`src/rtl/serdes_pkg.sv`:
```
// Shared types and sizing helpers for the serializer/deserializer family.
`timescale 1ns/1ps
package serdes_pkg;

    typedef enum logic [1:0] {
        IDLE   = 2'd0,
        SHIFT  = 2'd1,
        PARITY = 2'd2
    } piso_state_t;

    localparam int PISO_WIDTH = 16;

    function automatic int cnt_w(input int width);
        return $clog2(width);
    endfunction

endpackage

```
`src/rtl/ser_bit_counter.sv`:
```
// Bit-position counter with clear, enable and selectable direction.
// Up mode counts 0..TC_VAL; down mode counts TC_VAL..0. tc flags the terminal value.
`timescale 1ns/1ps
module ser_bit_counter #(
    parameter int                 CNT_W  = 4,
    parameter logic [CNT_W-1:0]   TC_VAL = '1
) (
    input  logic clk,
    input  logic rst_n,
    input  logic clr,
    input  logic en,
    input  logic up,
    output logic tc
);

    logic [CNT_W-1:0] cnt;

    // NOTE: sequential state uses non-blocking assignments so every flop samples pre-edge values.
    always_ff @(posedge clk or negedge rst_n) begin
        if (!rst_n) begin
            cnt <= '0;
        end else if (clr) begin
            cnt <= up ? '0 : TC_VAL;
        end else if (en) begin
            cnt <= up ? cnt + CNT_W'(1) : cnt - CNT_W'(1);
        end
    end

    assign tc = up ? (cnt == TC_VAL) : (cnt == '0);

endmodule

```
`src/rtl/piso_serializer.sv`:
```
// LSB-first parallel-in/serial-out frame serializer with valid/ready load port.
// Define PISO_PARITY_EN to append one even-parity bit after the data bits.
`timescale 1ns/1ps
module piso_serializer
    import serdes_pkg::*;
#(
    parameter int WIDTH = PISO_WIDTH
) (
    input  logic             clk,
    input  logic             rst_n,
    input  logic             load_valid,
    output logic             load_ready,
    input  logic [WIDTH-1:0] load_data,
    input  logic             hold,
    output logic             sout,
    output logic             sout_en,
    output logic             busy,
    output logic             done
);

    localparam int             CW   = cnt_w(WIDTH);
    localparam logic [CW-1:0]  LAST = CW'(WIDTH - 1);

    piso_state_t      state, state_next;
    logic [WIDTH-1:0] shadow, shadow_next;
    logic             sout_next;
    logic             done_next;
    logic             handshake;
    logic             shift_en;
    logic             last_bit;

    assign handshake = load_valid && load_ready;
    assign shift_en  = (state == SHIFT) && !hold;

`ifdef PISO_PARITY_EN
    logic parity_q;

    // Parity is taken from the word as captured, so later upstream changes cannot leak in.
    always_ff @(posedge clk or negedge rst_n) begin
        if (!rst_n) begin
            parity_q <= 1'b0;
        end else if (handshake) begin
            parity_q <= ^load_data;
        end
    end

    assign sout_en = ((state == SHIFT) || (state == PARITY)) && !hold;
`else
    assign sout_en = (state == SHIFT) && !hold;
`endif

    // Clearing on the final shift leaves the counter at 0 for the next frame.
    ser_bit_counter #(
        .CNT_W  (CW),
        .TC_VAL (LAST)
    ) u_bit_counter (
        .clk   (clk),
        .rst_n (rst_n),
        .clr   (shift_en && last_bit),
        .en    (shift_en),
        .up    (1'b1),
        .tc    (last_bit)
    );

    // NOTE: every always_comb output gets a default first, so no path can infer a latch.
    always_comb begin
        state_next  = state;
        shadow_next = shadow;
        done_next   = 1'b0;
        sout_next   = 1'b0;

        case (state)
            IDLE: begin
                if (handshake) begin
                    state_next  = SHIFT;
                    shadow_next = load_data;
                end
            end
            SHIFT: begin
                if (!hold) begin
                    shadow_next = shadow >> 1;
                    if (last_bit) begin
`ifdef PISO_PARITY_EN
                        state_next = PARITY;
`else
                        state_next = IDLE;
                        done_next  = 1'b1;
`endif
                    end
                end
            end
`ifdef PISO_PARITY_EN
            PARITY: begin
                if (!hold) begin
                    state_next = IDLE;
                    done_next  = 1'b1;
                end
            end
`endif
            default: state_next = IDLE;
        endcase

        // Outputs are registered from next-state values, so sout is a clean flop.
        if (state_next == SHIFT) begin
            sout_next = shadow_next[0];
        end
`ifdef PISO_PARITY_EN
        else if (state_next == PARITY) begin
            sout_next = parity_q;
        end
`endif
    end

    // NOTE: the shadow register is reset too, so an aborted frame leaves no stale bits behind.
    always_ff @(posedge clk or negedge rst_n) begin
        if (!rst_n) begin
            state      <= IDLE;
            shadow     <= '0;
            sout       <= 1'b0;
            busy       <= 1'b0;
            done       <= 1'b0;
            load_ready <= 1'b1;
        end else begin
            state      <= state_next;
            shadow     <= shadow_next;
            sout       <= sout_next;
            busy       <= (state_next != IDLE);
            done       <= done_next;
            load_ready <= (state_next == IDLE);
        end
    end

endmodule

```
`config.mk`:
```
export PLATFORM = sky130hd
export DESIGN_NAME = piso_serializer
export DESIGN_NICKNAME = d
export VERILOG_FILES = /design/src/rtl/serdes_pkg.sv /design/src/rtl/ser_bit_counter.sv /design/src/rtl/piso_serializer.sv
export SDC_FILE = /design/constraint.sdc
export NUM_CORES = 1
export LEC_CHECK = 0
export CAP_MARGIN = 20
export CORE_UTILIZATION = 50
export DETAILED_ROUTE_END_ITERATION = 12
export PLACE_DENSITY_LB_ADDON = 0.05
export SLEW_MARGIN = 40
export SYNTH_ARGS = -nofsm -noshare
export SYNTH_HDL_FRONTEND = slang
export SYNTH_HIERARCHICAL = 1
export SYNTH_SLANG_ARGS = --single-unit
```
`constraint.sdc`:
```
create_clock -name clk -period 1.9 [get_ports clk]
set_input_delay 0.38 -clock clk [delete_from_list [all_inputs] [get_ports clk]]
set_output_delay 0.38 -clock clk [all_outputs]
set_load 0.005 [all_outputs]
```
# ---- Word-level counts from Yosys, hierarchy flattened
# Index checks and enable logic that the tools add are counted.
dict set report totals {
  reg_bits 26
  input_bits 20
  word_cells 37
  output_inout_bits 5
}
dict set report op_classes {
  reduce_logical 10
  mux 13
  n_eq_ne 5
  addsub 1
}
# operator count
set ops {}
lappend ops {{16-bit two-way mux} 2}
lappend ops {{16-bit case mux with 2 select lines} 1}
lappend ops {{4-bit two-way mux} 2}
lappend ops {{2-bit two-way mux} 3}
lappend ops {{2-bit nonzero test} 3}
lappend ops {{4-bit by 1-bit adder with 4-bit output, second input constant} 1}
lappend ops {{2-bit by 1-bit == test with 1-bit output, second input constant} 2}
lappend ops {{4-bit == test, second input constant} 1}
lappend ops {{2-bit logical NOT} 2}
lappend ops {{1-bit two-way mux} 4}
lappend ops {{2-bit inequality test, second input constant} 2}
lappend ops {{2-bit case mux with 2 select lines} 1}
lappend ops {{1-bit logical AND} 3}
lappend ops {{3-bit AND reduction} 1}
lappend ops {{1-bit logical NOT} 1}

# ---- Longest topological paths before layout
dict set report logic_depth {
  depth_word 6
  mapped_depth 8
  ltp_nobuf 7
}

# ---- Hierarchy
# Netlist, hierarchy kept.
# module seq_area_each_um2 cells_per_inst instances area_per_inst_um2
set modules_own_cells {}
lappend modules_own_cells {piso_serializer 551.8 72 1 958.4}
lappend modules_own_cells {ser_bit_counter 100.1 38 1 324.1}

# ---- Worst setup path before layout
# OpenSTA, ideal clock, no wires.
dict set report synth_timing {
  path_type {register to register}
  start {register state[1]}
  end {register u_bit_counter.cnt[3]}
  slack_ps 211
  arrival_time_ps 1560
  required_ps 1771
  period_less_slack_ps 1689
  setup_time_ps 129
  stages_incl_launch_ff 9
  path_cell_list {dfrtp_1 -> nor3b_4 -> buf_6 -> buf_6 -> and2_1 -> clkbuf_1 -> nand3b_1 -> a21o_1 -> nand3_1}
}
dict set report synth_between {
  elab_chain_cells 4
}
# element line_no
set synth_rtl {}
lappend synth_rtl {{start: declaration} piso_serializer.sv:24} ;# piso_state_t state, state_next;
lappend synth_rtl {{start signal: assignment} piso_serializer.sv:124} ;# state <= state_next;
lappend synth_rtl {{2-bit by 1-bit == test with 1-bit output (*)} --}
lappend synth_rtl {{1-bit logical AND (*)} --}
lappend synth_rtl {{named net sout_en} piso_serializer.sv:16} ;# output logic sout_en,
lappend synth_rtl {{1-bit logical AND} piso_serializer.sv:59} ;# .clr (shift_en && last_bit),
lappend synth_rtl {{4-bit two-way mux or 2-bit nonzero test (tied branches)} --}
lappend synth_rtl {{end signal: assignment} ser_bit_counter.sv:23} ;# cnt <= up ? '0 : TC_VAL;
lappend synth_rtl {{end signal: assignment} ser_bit_counter.sv:25} ;# cnt <= up ? cnt + CNT_W'(1) : cnt - CNT_W'(1);
lappend synth_rtl {{end: declaration} ser_bit_counter.sv:16} ;# logic [CNT_W-1:0] cnt;
# Mark *: on every way through the listed nets, which the timed path passes. The rest lies on a longest branch.
# A chain may end at the register's enable or synchronous reset.

# ---- Worst setup path in the final report
dict set report layout_timing {
  start {register load_ready}
  end {output load_ready}
}
# element line_no
set layout_lines {}
lappend layout_lines {{start: declaration} piso_serializer.sv:12} ;# output logic load_ready,
lappend layout_lines {{start signal: assignment} piso_serializer.sv:129} ;# load_ready <= (state_next == IDLE);
# No word-level cell between the ends.

==> qor.yml <==
sta:
  whs_ns: 0.401
  hold_viol_final: 0
  period_needed_ns: 1.75
  drv_slew: 0
  max_freq_ghz: 0.570
  grt_setup_unrepaired: "false"
  skew_ns: 0.00774
  finalCritPeriodShare_pct: 92.3
  fin_ws_ns: 0.147
  setup_viol: 0
grt:
  grt_max_degree: 27
  grt_pass1_wl_microns: 4150
  track_usage_pct: 21.2
  grt_overflow: 0
  grt_pass1_vias: 960
  antenna_found_initial: 0
worst_setup_path:
  r2r_start: "u_bit_counter/cnt[0]"
  r2r_end: "u_bit_counter/cnt[3]"
  ff2ff_setup_slack_ns: 0.26
  max_stage_delay_ns: 0.57
  cp_num_buf_inv: 1
  path_cells: "clkdlybuf4s50_1"
  cp_slowest_cell: "dfstp_2"
  arrival_ns: 1.37
  cp-end-kind: "output pin"
  critical_path.top_delay_family: "flip-flops"
  cp-start-kind: "flip-flop"
  path_class: "reg -> out"
  crit_path_max_fanout: 3
  rr_worst_depth: 7
  required_ns: 1.52
die:
  initial_utilization_pct: 55.3
  die_y_microns: 52.6
  pin_count: 25
  rows: 17
  core-area_sq_mm: 0.00232
  fp.dieW_microns: 52.6
  fp.dieArea_sq_mm: 0.00277
place:
  dp_hpwl_microns: 1760
  routabilityCongestion: 0.842
  place_ws_ns: -0.0861
  place_area_sq_mm: 0.00159
  dp_cells: 168
  io_buffer_count: 24
clocking:
  clock-sinks: 26
  worstSkewPairLatency_ns: 0.32
  clockBufferDepth: 2
  ctsHoldBuffers: 0
  cts_tree: "done"
  clk_pin_slew_ns: 0.14
  cts-htree-levels: 1
  root_buffer: "clkbuf_4"
  cts_buffers: 3
layout:
  finalNetCount: 168
  n_antenna_cell: 0
  final_cell_mix: "dfrtp_1 (25), clkdlybuf4s50_1 (23), a22o_1 (16)"
  final_cells: 172
  n_fill_cell: 174
  fin_area_sq_mm: 0.00163
  syn_to_final_growth_pct: 26.9
  final_common_cell: "dfrtp_1"
  drive_gt1_share_pct: 11.1
yosys:
  ys.flop_type: "dfrtp_1"
  synth_cells: 110
  yosysSeqAreaShare_pct: 50.8
  async_reset_ff_share_pct: 100
  synth_seq_cells: 26
  syn_area_per_cell_sq_um: 11.7
  synth_edf_count: 0
  synth_area_sq_mm: 0.00128
  synth.distinct_cells: 35
  yosysWarningCount: 6
route:
  avgViaCountPerCell: 5.38
  drc_errors: 0
  initialDrtViolationCount: 15
  routed-via-count: 925
  wl_microns: 2470
  ant_nets: 0
  dr.pass1.iters: 4
  wl_per_cell_microns: 14.3
job:
  maxCapViolations: 0
min_path:
  hold_path_class: "in -> async"
pwr:
  peakVddDrop_uv: 787
  p_total_mw: 1.49
  cellLeakagePower_nw: 0.832
  powerDensity_mw_per_mm2: 917
run_status:
  run_status: "finished clean"
metrics by stage:
step                TNS (ns)  util [%]
CTS                        0      70.2
finish                     0      70.2
global route               0      70.2
detailed placement    -0.956      68.7
global placement      -0.445      68.7
floorplan                  0         -
report_power, final:
part           leakage (nW)  internal, mW  total, mW  switching (mW)
registers             0.321         0.691      0.802           0.110
logic                 0.491         0.242      0.418           0.177
clock network        0.0210         0.117      0.273           0.156
total                 0.832          1.05       1.49           0.443
flip-flops by register name, indices dropped and copies added, names as in the netlist:
register,count
load_ready,1
u_bit_counter/cnt,4
sout,1
state,2
done,1
shadow,16
busy,1
worst max-delay path by stage:
stage,start,end,slack [ns],cells after the start
finish,load_ready,load_ready,0.15,1
global route,load_ready,load_ready,0.10,1
CTS,load_ready,load_ready,0.12,1
detailed placement,hold,sout_en,-0.09,3
global placement,hold,sout_en,-0.08,3
floorplan,state[1],u_bit_counter/cnt[3],0.21,8
routing by layer:
layer | vias up | track usage, % | part of all wire (%)
li1 | 457 | - | -
met1 | 454 | 25.2 | 46
met2 | 12 | 36.5 | 49
met3 | 2 | 4.06 | 3.7
met4 | 0 | 10.1 | 0.65
met5 | - | 0 | 0
kinds of logic after synthesis:
kind of cell,Yosys count,share of synthesized area [%]
AOI/OAI and AO/OA,43,25.3
DFF,26,50.8
and+or+nand+nor,24,12.9
buffers and inverters,10,5.56
adders and majority gates,3,3.51
xor gates and xnor gates,2,1.37
other,2,0.586
cells in the mapped netlist, types with 2 or more instances:
| master | instances | area share (%) |
|---|---|---|
| ha_1 | 2 | 2.0 |
| inv_1 | 3 | 0.88 |
| a21oi_1 | 5 | 2.0 |
| conb_1 | 2 | 0.59 |
| o21ai_0 | 2 | 0.78 |
| nor2b_1 | 2 | 0.98 |
| clkbuf_1 | 2 | 0.59 |
| nor2_1 | 3 | 0.88 |
| and2b_2 | 2 | 1.4 |
| buf_6 | 4 | 3.5 |
| a21o_1 | 15 | 8.8 |
| dfrtp_1 | 25 | 49 |
| and2_1 | 2 | 0.98 |
| a22o_1 | 16 | 11 |
| nand2_1 | 3 | 0.88 |
| nand3_1 | 3 | 1.2 |
final cells by class:
cell class | count | area (sq um) | share of cell area (%)
well taps | 28 | 35.0 | 2.15
repair buffers | 29 | 289 | 17.8
inverters | 3 | 11.3 | 0.692
multi-input cells | 82 | 604 | 37.1
flip-flops and latches | 26 | 652 | 40.0
clock buffers | 4 | 36.3 | 2.23
what timing repair did:
action | CTS | global route
setup buffers | 0 | 0
gates resized for setup | 1 | 0
setup endpoints to repair | 1 | 0
Power figures use the tool's default switching activity.
